--- config.mk ---
export PLATFORM = sky130hd
export DESIGN_NAME = handshake_rr_merge_flat
export DESIGN_NICKNAME = d
export VERILOG_FILES = /design/src/rtl/handshake_rr_merge_if.sv /design/src/rtl/handshake_rr_merge.sv /design/src/flat_wrapper.sv
export SDC_FILE = /design/constraint.sdc
export NUM_CORES = 1
export LEC_CHECK = 0
export ABC_AREA = 1
export BUFFER_PORTS_ARGS = -buffer_cell sky130_fd_sc_hd__buf_2
export CAP_MARGIN = 20
export CELL_PAD_IN_SITES_DETAIL_PLACEMENT = 0
export CELL_PAD_IN_SITES_GLOBAL_PLACEMENT = 2
export CORE_MARGIN = 2
export CORE_UTILIZATION = 29
export CTS_BUF_LIST = sky130_fd_sc_hd__clkbuf_16
export DETAILED_ROUTE_END_ITERATION = 8
export PLACE_DENSITY = 0.68
export SLEW_MARGIN = 20
export SYNTH_ARGS = -nofsm -noshare
export SYNTH_HDL_FRONTEND = slang
export SYNTH_SLANG_ARGS = --single-unit
--- constraint.sdc ---
create_clock -name clk -period 2.8 [get_ports clk]
set_input_delay 0.56 -clock clk [delete_from_list [all_inputs] [get_ports clk]]
set_output_delay 0.56 -clock clk [all_outputs]
set_load 0.02 [all_outputs]
--- src/rtl/handshake_rr_merge_if.sv ---
// Bundle of per-channel input handshakes, the merged output channel and FIFO status.
// The master modport is the producer/consumer side; the slave modport is the merge block.
interface handshake_rr_merge_if #(
    parameter int WIDTH = 32,
    parameter int NCH   = 2
);
    localparam int CHW = (NCH > 1) ? $clog2(NCH) : 1;

    logic [NCH-1:0]       in_valid;
    logic [NCH*WIDTH-1:0] in_data;
    logic [NCH-1:0]       in_ready;
    logic                 out_valid;
    logic [WIDTH-1:0]     out_data;
    logic [CHW-1:0]       out_ch;
    logic                 out_ready;
    logic [NCH-1:0]       fifo_full;

    modport master (
        output in_valid, in_data, out_ready,
        input  in_ready, out_valid, out_data, out_ch, fifo_full
    );

    modport slave (
        input  in_valid, in_data, out_ready,
        output in_ready, out_valid, out_data, out_ch, fifo_full
    );
endinterface

--- src/rtl/handshake_rr_merge.sv ---
// N-to-1 valid/ready merge: one DEPTH-entry FIFO per input channel, drained
// round-robin into a single registered output beat tagged with its source channel.
module handshake_rr_merge #(
    parameter int WIDTH = 32,
    parameter int NCH   = 2,
    parameter int DEPTH = 4
) (
    input  logic                clk,
    input  logic                rst,
    handshake_rr_merge_if.slave bus
);
    localparam int CHW = (NCH > 1) ? $clog2(NCH) : 1;
    localparam int AW  = $clog2(DEPTH);
    localparam int PW  = AW + 1;

    logic [WIDTH-1:0] mem_q [NCH][DEPTH];
    logic [PW-1:0]    wr_ptr_q [NCH];
    logic [PW-1:0]    rd_ptr_q [NCH];

    logic [NCH-1:0]   full_w, empty_w, push_w, pop_w;
    logic             grant_vld, load_w;
    logic [CHW-1:0]   grant_ch, idx_c;
    int               idx;

    logic             out_valid_q, out_valid_d;
    logic [WIDTH-1:0] out_data_q, out_data_d;
    logic [CHW-1:0]   out_ch_q, out_ch_d;
    logic [CHW-1:0]   rr_q, rr_d;

    // Extra pointer MSB distinguishes full from empty when the index bits match.
    always_comb begin
        full_w  = '0;
        empty_w = '0;
        for (int i = 0; i < NCH; i++) begin
            full_w[i]  = (wr_ptr_q[i][AW] != rd_ptr_q[i][AW]) &&
                         (wr_ptr_q[i][AW-1:0] == rd_ptr_q[i][AW-1:0]);
            empty_w[i] = (wr_ptr_q[i] == rd_ptr_q[i]);
        end
    end

    // Descending scan so the channel nearest the RR pointer is the last (winning) write.
    always_comb begin
        grant_vld = 1'b0;
        grant_ch  = '0;
        idx       = 0;
        idx_c     = '0;
        for (int k = NCH - 1; k >= 0; k--) begin
            idx = int'(rr_q) + k;
            if (idx >= NCH) idx = idx - NCH;
            idx_c = CHW'(idx);
            if (!empty_w[idx_c]) begin
                grant_vld = 1'b1;
                grant_ch  = idx_c;
            end
        end
    end

    assign load_w = grant_vld && (!out_valid_q || bus.out_ready);

    always_comb begin
        push_w = '0;
        pop_w  = '0;
        for (int i = 0; i < NCH; i++) begin
            push_w[i] = bus.in_valid[i] && !full_w[i];
            pop_w[i]  = load_w && (grant_ch == CHW'(i));
        end
    end

    always_comb begin
        out_valid_d = out_valid_q;
        out_data_d  = out_data_q;
        out_ch_d    = out_ch_q;
        rr_d        = rr_q;
        if (load_w) begin
            out_valid_d = 1'b1;
            out_data_d  = mem_q[grant_ch][rd_ptr_q[grant_ch][AW-1:0]];
            out_ch_d    = grant_ch;
            rr_d        = (grant_ch == CHW'(NCH - 1)) ? '0 : grant_ch + CHW'(1);
        end else if (bus.out_ready) begin
            out_valid_d = 1'b0;
        end
    end

    always_ff @(posedge clk or negedge rst) begin
        if (!rst) begin
            for (int i = 0; i < NCH; i++) begin
                wr_ptr_q[i] <= '0;
                rd_ptr_q[i] <= '0;
            end
        end else begin
            for (int i = 0; i < NCH; i++) begin
                if (push_w[i]) wr_ptr_q[i] <= wr_ptr_q[i] + PW'(1);
                if (pop_w[i])  rd_ptr_q[i] <= rd_ptr_q[i] + PW'(1);
            end
        end
    end

    // Storage is never read past the pointers, so it needs no reset.
    always_ff @(posedge clk) begin
        for (int i = 0; i < NCH; i++) begin
            if (push_w[i]) mem_q[i][wr_ptr_q[i][AW-1:0]] <= bus.in_data[i*WIDTH +: WIDTH];
        end
    end

    always_ff @(posedge clk or negedge rst) begin
        if (!rst) begin
            out_valid_q <= 1'b0;
            out_data_q  <= '0;
            out_ch_q    <= '0;
            rr_q        <= '0;
        end else begin
            out_valid_q <= out_valid_d;
            out_data_q  <= out_data_d;
            out_ch_q    <= out_ch_d;
            rr_q        <= rr_d;
        end
    end

    assign bus.in_ready  = ~full_w;
    assign bus.fifo_full = full_w;
    assign bus.out_valid = out_valid_q;
    assign bus.out_data  = out_data_q;
    assign bus.out_ch    = out_ch_q;
endmodule

--- src/flat_wrapper.sv ---
// flat-port wrapper written by rule: the top's interface ports become plain ports
module handshake_rr_merge_flat 
#(
    parameter int WIDTH = 32,
    parameter int NCH   = 2,
    parameter int DEPTH = 4
)
  (clk, rst, bus_in_valid, bus_in_data, bus_out_ready, bus_in_ready, bus_out_valid, bus_out_data, bus_out_ch, bus_fifo_full);
  handshake_rr_merge_if #(.WIDTH(WIDTH), .NCH(NCH)) bus_i ();
  input  logic clk;
  input  logic rst;
  input wire logic [$bits(bus_i.in_valid)-1:0] bus_in_valid;
  input wire logic [$bits(bus_i.in_data)-1:0] bus_in_data;
  input wire logic [$bits(bus_i.out_ready)-1:0] bus_out_ready;
  output wire logic [$bits(bus_i.in_ready)-1:0] bus_in_ready;
  output wire logic [$bits(bus_i.out_valid)-1:0] bus_out_valid;
  output wire logic [$bits(bus_i.out_data)-1:0] bus_out_data;
  output wire logic [$bits(bus_i.out_ch)-1:0] bus_out_ch;
  output wire logic [$bits(bus_i.fifo_full)-1:0] bus_fifo_full;
  assign bus_i.in_valid = bus_in_valid;
  assign bus_i.in_data = bus_in_data;
  assign bus_i.out_ready = bus_out_ready;
  assign bus_in_ready = bus_i.in_ready;
  assign bus_out_valid = bus_i.out_valid;
  assign bus_out_data = bus_i.out_data;
  assign bus_out_ch = bus_i.out_ch;
  assign bus_fifo_full = bus_i.fifo_full;
  handshake_rr_merge #(.WIDTH(WIDTH), .NCH(NCH), .DEPTH(DEPTH)) u_core (.clk(clk), .rst(rst), .bus(bus_i));
endmodule
==> key figures, run 1 <==
Timing
  • Hold slack: -5.88 ps
  • Tcrit/Tclk final: 0.900
  • Rel. slew slack: 0.362
  • FMAX: 397 MHz
  • RSZ-0062 raised after global routing: false
  • Final Slew Violations: 0
  • Final Skew: 15.2 ps
  • Endpoints failing setup: 0
  • Tmin final: 2520 ps
  • TNS Setup: 0 ps
  • Hold Vio Cnt, Final: 2
  • Worst Max-Slew Pin Slew: 958 ps

Detailed routing
  • Drt via density: 4.39
  • # DRC: 0
  • Post-route ant nets: 0
  • M1 WL: 16.2 mm
  • Total Routed Length: 36.5 mm
  • Drt initial violations: 453
  • WL met3: 1.81 mm
  • Met2 WL: 17.8 mm
  • DRT Pass-1 Iters: 5
  • Via count: 8668
  • Top layer used by detailed routing: met5
  • Routed wire length per instance: 18.5 µm

Yosys
  • Syn_nets: 1319
  • Mean Syn Cell Area: 10.4 µm²
  • Post-synthesis sequential area ratio: 0.691
  • Ys Warns: 0
  • Post-synthesis register bit count: 303
  • Share of the synthesized area in the top cell type: 0.599
  • Leading area contributor after synthesis: edfxtp_1
  • Synth area leaders: edfxtp_1 (60%), nand2_1 (20%), dfrtp_1 (9.2%)
  • Ys async rst share: 0.155
  • Synth cell types: 23
  • Main flop type after synthesis: edfxtp_1
  • Number of synthesized flops with an enable pin: 256
  • Cell area after synthesis: 12800 µm²
  • Cell count after synthesis: 1240

Floorplanning
  • Ports: 107
  • Rows: 77
  • DIE WIDTH: 214 µm
  • Starting Density: 0.292
  • Core ar.: 43900 µm²
  • Die area: 46000 µm²
  • Die Ht: 214 µm

Place
  • Port bufs: 106
  • Routability cong.: 0.723
  • HPWL after detailed placement: 22.6 mm

Clocking
  • Post_cts resized: 0
  • Clock-pin slew on the worst setup and hold paths: 60 ps
  • TritonCTS Buffers: 36
  • H-Tree Depth: 2
  • Clock buffer depth: 3
  • Cts hold-fix bufs: 0
  • Clock latency on the worst-skew pair: 540 ps
  • CTS Root Cell: clkbuf_16
  • Postcts setup bufs: 0
  • CTS tree: yes
  • CTS sink cnt: 303

Layout
  • Fin nets: 1435
  • P&R area growth vs syn: 20.1%
  • Fraction of layout instances using a drive strength above 1: 0.157
  • Ant diodes: 0
  • Fillers: 4521

Worst setup path
  • Arrival time worst endpoint: 2920 ps
  • Crit path from: u_core.wr_ptr_q[0]$_DFFE_PN0P_
  • CP Max Fanout: 81
  • Crit path capture type: flop
  • CP required: 3200 ps
  • Crit path kind: flop to flop
  • Crit-path cells: xnor2_2 > nand3_4 > buf_4 > o21ai_4 > inv_2 > buf_4 > o21ai_0
  • Critical Path Start Type: flop
  • Reg2Reg Setup Slack: 280 ps
  • Reg2reg end: u_core.rr_q$_DFFE_PN0P_
  • Reg2Reg Depth: 7
  • Critical R2R Launch: u_core.wr_ptr_q[0]$_DFFE_PN0P_
  • Crit-path max cell delay: 740 ps
  • Most frequent CP cell: buf_4
  • CP endpoint: u_core.rr_q$_DFFE_PN0P_
  • CP max-delay cell: buf_4

Min path
  • HP Class: primary input to asynchronous set/reset pin

Run status
  • Failing checks: negative hold slack
  • Status: complete, but fails checks

Global route
  • First-pass GRT wire length: 56.6 mm
  • Aggregate global-route resource usage: 0.163
  • Number of global-route vias before repair: 9051
  • Grt ovf: 0
  • Pin count of the biggest net entering global routing: 93
  • Antenna violations before repair: 1

Job
  • Max cap viols: 0

Power and ir drop
  • VDD IR-drop max: 0.792 mV
  • Total power: 21.2 mW
  • Pwr Density: 1380 nW/µm²
  • Leakage: 6.77 nW
==> flip-flops by register name, indices dropped and copies added (netlist names) <==
signal                count
u_core.mem_q            256
u_core.bus.out_data      32
u_core.rd_ptr_q           6
u_core.wr_ptr_q           6
u_core.bus.out_ch         1
u_core.bus.out_valid      1
u_core.rr_q               1
==> cells by family (layout without fill, tap and decap cells) <==
| kind of cell | after synthesis | after routing | synth area share |
|---|---|---|---|
| AO/OA/AOI/OAI | 9 | 9 | 0.00380 |
| XOR/XNOR | 9 | 9 | 0.00790 |
| adder cells (fa/ha/maj) | 10 | 10 | 0.00975 |
| buffers and inverters | 93 | 235 | 0.0341 |
| flip-flops | 303 | 303 | 0.691 |
| AND/OR/NAND/NOR | 816 | 816 | 0.254 |
==> stage by stage <==
step / utilization / hold WS, ps / worst slack [ps] / instance area (µm²) / std cells
CTS: 0.351 / 4.78 / 159 / 15400 / 1974
floorplan: - / 264 / -179 / 12800 / 1240
global placement: 0.324 / 459 / 223 / 14200 / 1910
global route: 0.351 / 25.2 / 1.44 / 15400 / 1974
detailed placement: 0.324 / 461 / 190 / 14200 / 1910
finish: 0.351 / -5.88 / 281 / 15400 / 1974
==> how the worst min path moves through the flow <==
stage                                                  start                            endpoint  slack [ps]  depth (start not counted)
after floorplan                                          rst       u_core.bus.out_ch$_DFFE_PN0P_         260                          0
after global placement    u_core.bus.out_data[7]$_DFFE_PN0P_  u_core.bus.out_data[7]$_DFFE_PN0P_         460                          2
after detailed placement  u_core.bus.out_data[2]$_DFFE_PN0P_  u_core.bus.out_data[2]$_DFFE_PN0P_         460                          2
after CTS                                                rst      u_core.wr_ptr_q[5]$_DFFE_PN0P_           5                          1
after global routing                                     rst      u_core.wr_ptr_q[5]$_DFFE_PN0P_          30                          1
final                                                    rst      u_core.wr_ptr_q[5]$_DFFE_PN0P_          -6                          1
==> cell usage in the layout (no fill, tap or decap) <==
cell type	n
buf_4	29
a21oi_1	2
bufinv_16	3
nand3_4	1
clkinv_8	1
nand2_1	667
o21ai_4	2
clkinv_4	1
clkinvlp_4	3
nor2_1	4
clkbuf_16	38
o21ai_0	5
clkinv_1	3
nor2_4	8
xor2_1	5
buf_12	8
nor2_2	1
xnor2_1	1
inv_1	34
edfxtp_1	256
buf_6	2
nand2_2	2
nand3_1	131
inv_8	1
xnor2_2	3
buf_2	106
nand2_4	2
inv_2	6
dfrtp_1	47
ha_1	10
==> report_power, final <==
group | internal [mW] | total, mW | switching [mW]
logic | 3.03 | 10.1 | 7.05
registers | 6.15 | 6.56 | 0.404
clock network | 2.73 | 4.57 | 1.84
total | 11.9 | 21.2 | 9.29
==> cell type report <==
class	instances	area (µm²)	share of cell area
Timing Repair Buffer	145	931	0.0604
Clock buffer	38	951	0.0617
Multi-Input combinational cell	844	3620	0.235
Sequential cell	303	8860	0.575
Clock inverter	26	213	0.0138
Inverter	26	97.6	0.00633
Tap cell	592	741	0.0481
==> per-layer routing <==
metal  vias up  global-route usage
met5         -                   0
met4         2              0.0435
met3        43              0.0278
met2       169               0.281
met1      4145               0.212
li1       4309                   -
==> synthesized netlist by cell type, types with 3 or more instances <==
master / number
xnor2_2: 3
buf_2: 59
o21ai_0: 6
dfrtp_1: 47
inv_1: 20
inv_2: 6
edfxtp_1: 256
ha_1: 10
xor2_1: 5
nand3_1: 131
buf_1: 3
nand2_2: 3
nor2_1: 12
nand2_1: 667
==> worst max-delay path: cells and delay by family, from the launching register on <==
family / cells / cell delay [ps]
AND/OR/NAND/NOR: 1 / 120
flip-flops: 1 / 460
AO/OA/AOI/OAI: 2 / 360
buffers and inverters: 3 / 1220
XOR/XNOR: 1 / 190
No activity file was read; power rests on OpenSTA's default activity.
==> run 2: changes to the inputs <==
--- a/config.mk
+++ b/config.mk
@@ -11,10 +11,11 @@
 export CELL_PAD_IN_SITES_DETAIL_PLACEMENT = 0
 export CELL_PAD_IN_SITES_GLOBAL_PLACEMENT = 2
 export CORE_MARGIN = 2
-export CORE_UTILIZATION = 29
+export CORE_UTILIZATION = 35
 export CTS_BUF_LIST = sky130_fd_sc_hd__clkbuf_16
 export DETAILED_ROUTE_END_ITERATION = 8
-export PLACE_DENSITY = 0.68
+export HOLD_SLACK_MARGIN = 0.02
+export PLACE_DENSITY = 0.79
 export SLEW_MARGIN = 20
 export SYNTH_ARGS = -nofsm -noshare
 export SYNTH_HDL_FRONTEND = slang
==> key figures, run 2 (synthesis gave the netlist of run 1 again) <==
Power and ir drop
  • VDD IR-drop max: 0.887 mV (was 0.792 mV)
  • Pwr Density: 1350 nW/µm² (was 1380 nW/µm²)
  • Leakage: 6.69 nW (was 6.77 nW)
  • Total power: 20.3 mW (was 21.2 mW)

Floorplanning
  • Core ar.: 36300 µm² (was 43900 µm²)
  • DIE WIDTH: 195 µm (was 214 µm)
  • Die Ht: 195 µm (was 214 µm)
  • Rows: 70 (was 77)
  • Ports: 107 (unchanged)
  • Die area: 38200 µm² (was 46000 µm²)
  • Starting Density: 0.353 (was 0.292)

Place
  • Port bufs: 106 (unchanged)
  • HPWL after detailed placement: 19.9 mm (was 22.6 mm)
  • Routability cong.: 0.729 (was 0.723)

Worst setup path
  • Reg2reg end: u_core.bus.out_data[26]$_DFFE_PN0P_ (was u_core.rr_q$_DFFE_PN0P_)
  • Critical R2R Launch: u_core.wr_ptr_q[3]$_DFFE_PN0P_ (was u_core.wr_ptr_q[0]$_DFFE_PN0P_)
  • Crit path from: u_core.wr_ptr_q[3]$_DFFE_PN0P_ (was u_core.wr_ptr_q[0]$_DFFE_PN0P_)
  • Crit path capture type: flop (unchanged)
  • Crit-path max cell delay: 650 ps (was 740 ps)
  • Crit path kind: flop to flop (unchanged)
  • CP required: 3250 ps (was 3200 ps)
  • Reg2Reg Depth: 13 (was 7)
  • Most frequent CP cell: nand2_1 (was buf_4)
  • Reg2Reg Setup Slack: 350 ps (was 280 ps)
  • Arrival time worst endpoint: 2900 ps (was 2920 ps)
  • CP endpoint: u_core.bus.out_data[26]$_DFFE_PN0P_ (was u_core.rr_q$_DFFE_PN0P_)
  • Critical Path Start Type: flop (unchanged)
  • CP Max Fanout: 32 (was 81)
  • Crit-path cells: inv_2 > nand2_1 > nand2_1 > nand3_1 > nand2_4 > nand2_4 > nand2_1 > o21ai_4 > inv_2 > nand2_1 > nand2_1 > nand2_1 > nand2_1 (was xnor2_2 > nand3_4 > buf_4 > o21ai_4 > inv_2 > buf_4 > o21ai_0)
  • CP max-delay cell: inv_2 (was buf_4)

Global route
  • Grt ovf: 0 (unchanged)
  • Pin count of the biggest net entering global routing: 93 (unchanged)
  • First-pass GRT wire length: 52.6 mm (was 56.6 mm)
  • Number of global-route vias before repair: 8688 (was 9051)
  • Aggregate global-route resource usage: 0.183 (was 0.163)
  • Antenna violations before repair: 0 (was 1)

Layout
  • Fillers: 3554 (was 4521)
  • Fraction of layout instances using a drive strength above 1: 0.151 (was 0.157)
  • Fin nets: 1430 (was 1435)
  • Commonest non-fill, non-tap cell in the layout: nand2_1 (unchanged)
  • Util after Layout: 0.415 (was 0.351)
  • Ant diodes: 0 (unchanged)
  • Most frequent cells in the layout: nand2_1 (667), edfxtp_1 (256), nand3_1 (131), buf_2 (106), dfrtp_1 (47) (unchanged)
  • P&R area growth vs syn: 17.6% (was 20.1%)
  • Max FFs per register: 256 (unchanged)

Timing
  • Hold Vio Cnt, Final: 0 (was 2)
  • Final Skew: 17.8 ps (was 15.2 ps)
  • Final Slew Violations: 0 (unchanged)
  • RSZ-0062 raised after global routing: false (unchanged)
  • Worst Max-Slew Pin Slew: 902 ps (was 958 ps)
  • Endpoints failing setup: 0 (unchanged)
  • Tmin final: 2450 ps (was 2520 ps)
  • Tcrit/Tclk final: 0.875 (was 0.900)
  • FMAX: 408 MHz (was 397 MHz)
  • Rel. slew slack: 0.398 (was 0.362)

Min path
  • HP Class: primary input to flop (was primary input to asynchronous set/reset pin)

Job
  • Max cap viols: 0 (unchanged)

Detailed routing
  • Via count: 8703 (was 8668)
  • # DRC: 0 (unchanged)
  • Total Routed Length: 34.3 mm (was 36.5 mm)
  • Routed wire length per instance: 18.6 µm (was 18.5 µm)
  • Drt via density: 4.72 (was 4.39)
  • Post-route ant nets: 0 (unchanged)
  • Drt initial violations: 401 (was 453)
  • DRT Pass-1 Iters: 5 (unchanged)

Clocking
  • Clock buffer depth: 3 (unchanged)
  • CTS sink cnt: 303 (unchanged)
  • Clock-pin slew on the worst setup and hold paths: 60 ps (about the same)
  • Clock latency on the worst-skew pair: 520 ps (was 540 ps)
  • H-Tree Depth: 2 (unchanged)
  • CTS Root Cell: clkbuf_16 (unchanged)
  • TritonCTS Buffers: 35 (was 36)
  • CTS tree: yes (unchanged)
  • Postcts setup bufs: 0 (unchanged)

Run status
  • Status: finished clean (was complete, but fails checks)
[run 2: cell count changes in the layout (fill, tap and decap cells not counted), moves of 2 or more]
| cell | delta |
|---|---|
| clkinv_2 | +6 |
| buf_4 | -5 |
| clkinv_1 | +4 |
| bufinv_16 | -3 |
| clkbuf_16 | -3 |
| clkinvlp_4 | -3 |
| buf_12 | +2 |
| buf_6 | -2 |
[run 2: worst min-delay path by stage]
stage	start	to	slack [ps]	cells after the start
after detailed placement	u_core.bus.out_data[2]$_DFFE_PN0P_	u_core.bus.out_data[2]$_DFFE_PN0P_	460	2
final	bus_in_data[20]	u_core.mem_q[0][116]$_DFFE_PP_	250	1
after global placement	u_core.bus.out_data[7]$_DFFE_PN0P_	u_core.bus.out_data[7]$_DFFE_PN0P_	460	2
after floorplan	rst	u_core.bus.out_ch$_DFFE_PN0P_	260	0
after global routing	bus_in_data[20]	u_core.mem_q[0][116]$_DFFE_PP_	240	1
after CTS	bus_in_data[47]	u_core.mem_q[1][15]$_DFFE_PP_	230	1
[run 2: layer usage]
metal,share of wire,GRT usage
met5,0,0
met4,0.019,0.0557
met3,0.035,0.0250
met2,0.48,0.304
met1,0.47,0.251
[run 2: report_power, final]
group / leakage, nW / switching (mW) / internal (mW)
logic: 3.22 / 6.83 / 2.90
clock network: 0.549 / 1.76 / 2.27
registers: 2.93 / 0.426 / 6.15
total: 6.69 / 9.02 / 11.3
[run 2: metrics by stage]
step / instances / setup TNS (ps) / hold slack, ps / setup slack (ps) / instance area (µm²)
floorplan: 1240 / -17190 / 264 / -179 / 12800
global placement: 1780 / 0 / 459 / 384 / 14100
detailed placement: 1780 / 0 / 463 / 334 / 14100
CTS: 1843 / 0 / 232 / 298 / 15100
global route: 1845 / 0 / 243 / 39.7 / 15100
finish: 1845 / 0 / 252 / 349 / 15100
[run 2: final cells by class]
| class | instances | area, µm² | share of cell area |
|---|---|---|---|
| sequential | 303 | 8860 | 0.587 |
| multi-input combinational | 844 | 3620 | 0.240 |
| timing repair buffer | 141 | 921 | 0.0610 |
| clock buffer | 35 | 876 | 0.0580 |
| tap | 468 | 586 | 0.0388 |
| clock inverter | 28 | 138 | 0.00912 |
| inverter | 26 | 97.6 | 0.00646 |
[run 2: what timing repair did]
item	CTS	global route
hold endpoints to repair	0	9
resized for setup	0	0
hold buffers	0	1
[run 2: critical path, delay by kind of cell (launching register included)]
family                 cells  cell delay, ps
buffers and inverters      2             760
and+or+nand+nor           10            1130
DFF                        1             420
AOI/OAI and AO/OA          1              70
==> run 3: changes to the inputs <==
--- a/config.mk
+++ b/config.mk
@@ -14,8 +14,10 @@
 export CORE_UTILIZATION = 35
 export CTS_BUF_LIST = sky130_fd_sc_hd__clkbuf_16
 export DETAILED_ROUTE_END_ITERATION = 8
+export GPL_ROUTABILITY_DRIVEN = 1
 export HOLD_SLACK_MARGIN = 0.02
 export PLACE_DENSITY = 0.79
+export RECOVER_POWER = 50
 export SLEW_MARGIN = 20
 export SYNTH_ARGS = -nofsm -noshare
 export SYNTH_HDL_FRONTEND = slang
==> key figures, run 3 (synthesis gave the netlist of run 1 again) <==
Layout
  • Most frequent cells in the layout: nand2_1 (667), edfxtp_1 (256), nand3_1 (131), clkbuf_1 (86), dfrtp_1 (47) (was nand2_1 (667), edfxtp_1 (256), nand3_1 (131), buf_2 (106), dfrtp_1 (47))
  • Ant diodes: 0 (unchanged)
  • P&R area growth vs syn: 16.6% (was 17.6%)
  • Commonest non-fill, non-tap cell in the layout: nand2_1 (unchanged)
  • Fraction of layout instances using a drive strength above 1: 0.0886 (was 0.151)
  • Fin nets: 1430 (unchanged)
  • Max FFs per register: 256 (unchanged)
  • Fillers: 3564 (was 3554)

Timing
  • FMAX: 409 MHz (was 408 MHz)
  • Endpoints failing setup: 0 (unchanged)
  • Rel. slew slack: 0.406 (was 0.398)
  • Hold slack: 304 ps (was 252 ps)
  • Worst Max-Slew Pin Slew: 890 ps (was 902 ps)
  • RSZ-0062 raised after global routing: false (unchanged)
  • Tmin final: 2440 ps (was 2450 ps)
  • Final Slew Violations: 0 (unchanged)
  • Final Skew: 19.1 ps (was 17.8 ps)
  • Hold Vio Cnt, Final: 0 (unchanged)
  • Tcrit/Tclk final: 0.873 (was 0.875)

Worst setup path
  • Crit-path max cell delay: 410 ps (was 650 ps)
  • CP Max Fanout: 64 (was 32)
  • Crit path kind: flop to flop (unchanged)
  • Crit-path cells: inv_2 > nand2_1 > nand2_1 > nand3_1 > nand2_4 > nand2_4 > buf_4 > nand2_1 > nand2_2 > buf_12 > nand2_1 > nand2_1 > nand2_1 > nand2_1 > nand2_1 > nand2_1 (was inv_2 > nand2_1 > nand2_1 > nand3_1 > nand2_4 > nand2_4 > nand2_1 > o21ai_4 > inv_2 > nand2_1 > nand2_1 > nand2_1 > nand2_1)
  • CP required: 3250 ps (about the same)
  • CP max-delay cell: dfrtp_1 (was inv_2)
  • Critical R2R Launch: u_core.wr_ptr_q[3]$_DFFE_PN0P_ (unchanged)
  • Crit path capture type: flop (unchanged)
  • Most frequent CP cell: nand2_1 (unchanged)
  • Reg2reg end: u_core.bus.out_data[26]$_DFFE_PN0P_ (unchanged)
  • Reg2Reg Depth: 16 (was 13)
  • WP buf/inv: 3 (was 2)
  • Reg2Reg Setup Slack: 360 ps (was 350 ps)
  • Top cell family by delay on the critical path: simple AND/OR/NAND/NOR gates (unchanged)
  • Critical Path Start Type: flop (unchanged)
  • Arrival time worst endpoint: 2890 ps (was 2900 ps)

Floorplanning
  • Die Ht: 195 µm (unchanged)
  • Starting Density: 0.353 (unchanged)
  • DIE WIDTH: 195 µm (unchanged)
  • Die area: 38200 µm² (unchanged)
  • Rows: 70 (unchanged)
  • Core ar.: 36300 µm² (unchanged)
  • Ports: 107 (unchanged)

Power and ir drop
  • VDD IR-drop max: 0.878 mV (was 0.887 mV)
  • Sw frac: 0.445 (was 0.443)
  • Flop pwr share: 0.324 (was 0.323)
  • Internal: 11.3 mW (about the same)
  • Net switching power: 9.03 mW (was 9.02 mW)
  • Pwr Density: 1360 nW/µm² (was 1350 nW/µm²)
  • Clock power share: 0.199 (was 0.198)
  • Leakage: 6.44 nW (was 6.69 nW)
  • Comb pwr share: 0.477 (was 0.478)
  • Total power: 20.3 mW (about the same)

Detailed routing
  • DRT Pass-1 Iters: 5 (unchanged)
  • Via count: 8712 (was 8703)
  • Drt initial violations: 508 (was 401)
  • # DRC: 0 (unchanged)
  • Post-route ant nets: 0 (unchanged)
  • Drt via density: 4.72 (about the same)
  • Routed wire length per instance: 18.6 µm (about the same)
  • Total Routed Length: 34.4 mm (was 34.3 mm)

Place
  • Port bufs: 106 (unchanged)
  • Routability cong.: 0.729 (unchanged)
  • HPWL after detailed placement: 19.9 mm (unchanged)

Clocking
  • TritonCTS Buffers: 35 (unchanged)
  • Postcts setup bufs: 0 (unchanged)
  • Clock-pin slew on the worst setup and hold paths: 60 ps (about the same)
  • Cts hold-fix bufs: 0 (unchanged)
  • H-Tree Depth: 2 (unchanged)
  • CTS tree: yes (unchanged)
  • CTS Root Cell: clkbuf_16 (unchanged)
  • Clock buffer depth: 3 (unchanged)
  • Clock latency on the worst-skew pair: 520 ps (about the same)
  • Post_cts resized: 0 (unchanged)
  • CTS sink cnt: 303 (unchanged)

Global route
  • Aggregate global-route resource usage: 0.183 (unchanged)
  • First-pass GRT wire length: 52.6 mm (unchanged)
  • Pin count of the biggest net entering global routing: 93 (unchanged)
  • Antenna violations before repair: 0 (unchanged)
  • Number of global-route vias before repair: 8688 (unchanged)
  • Grt ovf: 0 (unchanged)

Min path
  • Hold path startpoint: bus_in_data[20] (unchanged)
  • WHS Path Cells: 1 (unchanged)
  • Min-Delay Endpoint: u_core.mem_q[0][116]$_DFFE_PP_ (unchanged)
  • HP Class: primary input to flop (unchanged)

Job
  • Max cap viols: 0 (unchanged)

Run status
  • Status: finished clean (unchanged)
run 3: cell count changes in the layout (fill, tap and decap cells not counted):
cell / previous run / this run
clkbuf_1: 0 / 86
buf_2: 106 / 22
buf_12: 10 / 9
buf_4: 24 / 22
clkbuf_2: 0 / 1
run 3: cell type report:
cell class                      instances  area [µm²]  area share
Multi-Input combinational cell        844        3620       0.242
Sequential cell                       303        8860       0.592
Clock buffer                           35         876      0.0585
Clock inverter                         28         138     0.00919
Inverter                               26        97.6     0.00652
Tap cell                              468         586      0.0391
Timing Repair Buffer                  141         793      0.0530
run 3: worst max-delay path by stage:
stage | slack [ps] | cells past startpoint | start | to
after detailed placement | 330 | 13 | u_core.wr_ptr_q[3]$_DFFE_PN0P_ | u_core.bus.out_data[16]$_DFFE_PN0P_
after floorplan | -180 | 5 | u_core.wr_ptr_q[2]$_DFFE_PN0P_ | u_core.mem_q[1][100]$_DFFE_PP_
final | 360 | 16 | u_core.wr_ptr_q[3]$_DFFE_PN0P_ | u_core.bus.out_data[26]$_DFFE_PN0P_
after global routing | 40 | 15 | u_core.wr_ptr_q[3]$_DFFE_PN0P_ | u_core.bus.out_data[1]$_DFFE_PN0P_
after CTS | 300 | 16 | u_core.wr_ptr_q[3]$_DFFE_PN0P_ | u_core.bus.out_data[17]$_DFFE_PN0P_
after global placement | 380 | 15 | u_core.wr_ptr_q[4]$_DFFE_PN0P_ | u_core.bus.out_data[2]$_DFFE_PN0P_
run 3: stage by stage:
step	utilization	cells	worst slack, ps	TNS [ps]	cell area (µm²)
4_1_cts	0.415	1843	298	0	15100
2_1_floorplan	-	1240	-179	-17190	12800
5_1_grt	0.412	1845	39.7	0	15000
6_report	0.412	1845	357	0	15000
3_5_place_dp	0.387	1780	334	0	14100
3_3_place_gp	0.387	1780	384	0	14100
run 3: worst reg2reg max path, delay by kind of cell (launching register included):
kind                   cells  cell delay (ps)
buffers and inverters      3              670
DFF                        1              410
and+or+nand+nor           13             1310
run 3: power groups by stage:
stage	registers [mW]	logic, mW	clock network [mW]
2_1_floorplan	6.83	6.71	0
5_1_grt	6.69	11.2	4.33
6_report	6.58	9.69	4.04
3_5_place_dp	6.67	9.92	0
3_3_place_gp	6.65	9.93	0
4_1_cts	6.59	9.94	4.15
run 3: routing by layer:
layer | vias up | routed length, µm | track usage
met5 | - | 0 | 0
met4 | 0 | 762 | 0.0557
met3 | 51 | 1300 | 0.0250
met2 | 178 | 16300 | 0.304
met1 | 4177 | 16000 | 0.251
li1 | 4306 | - | -
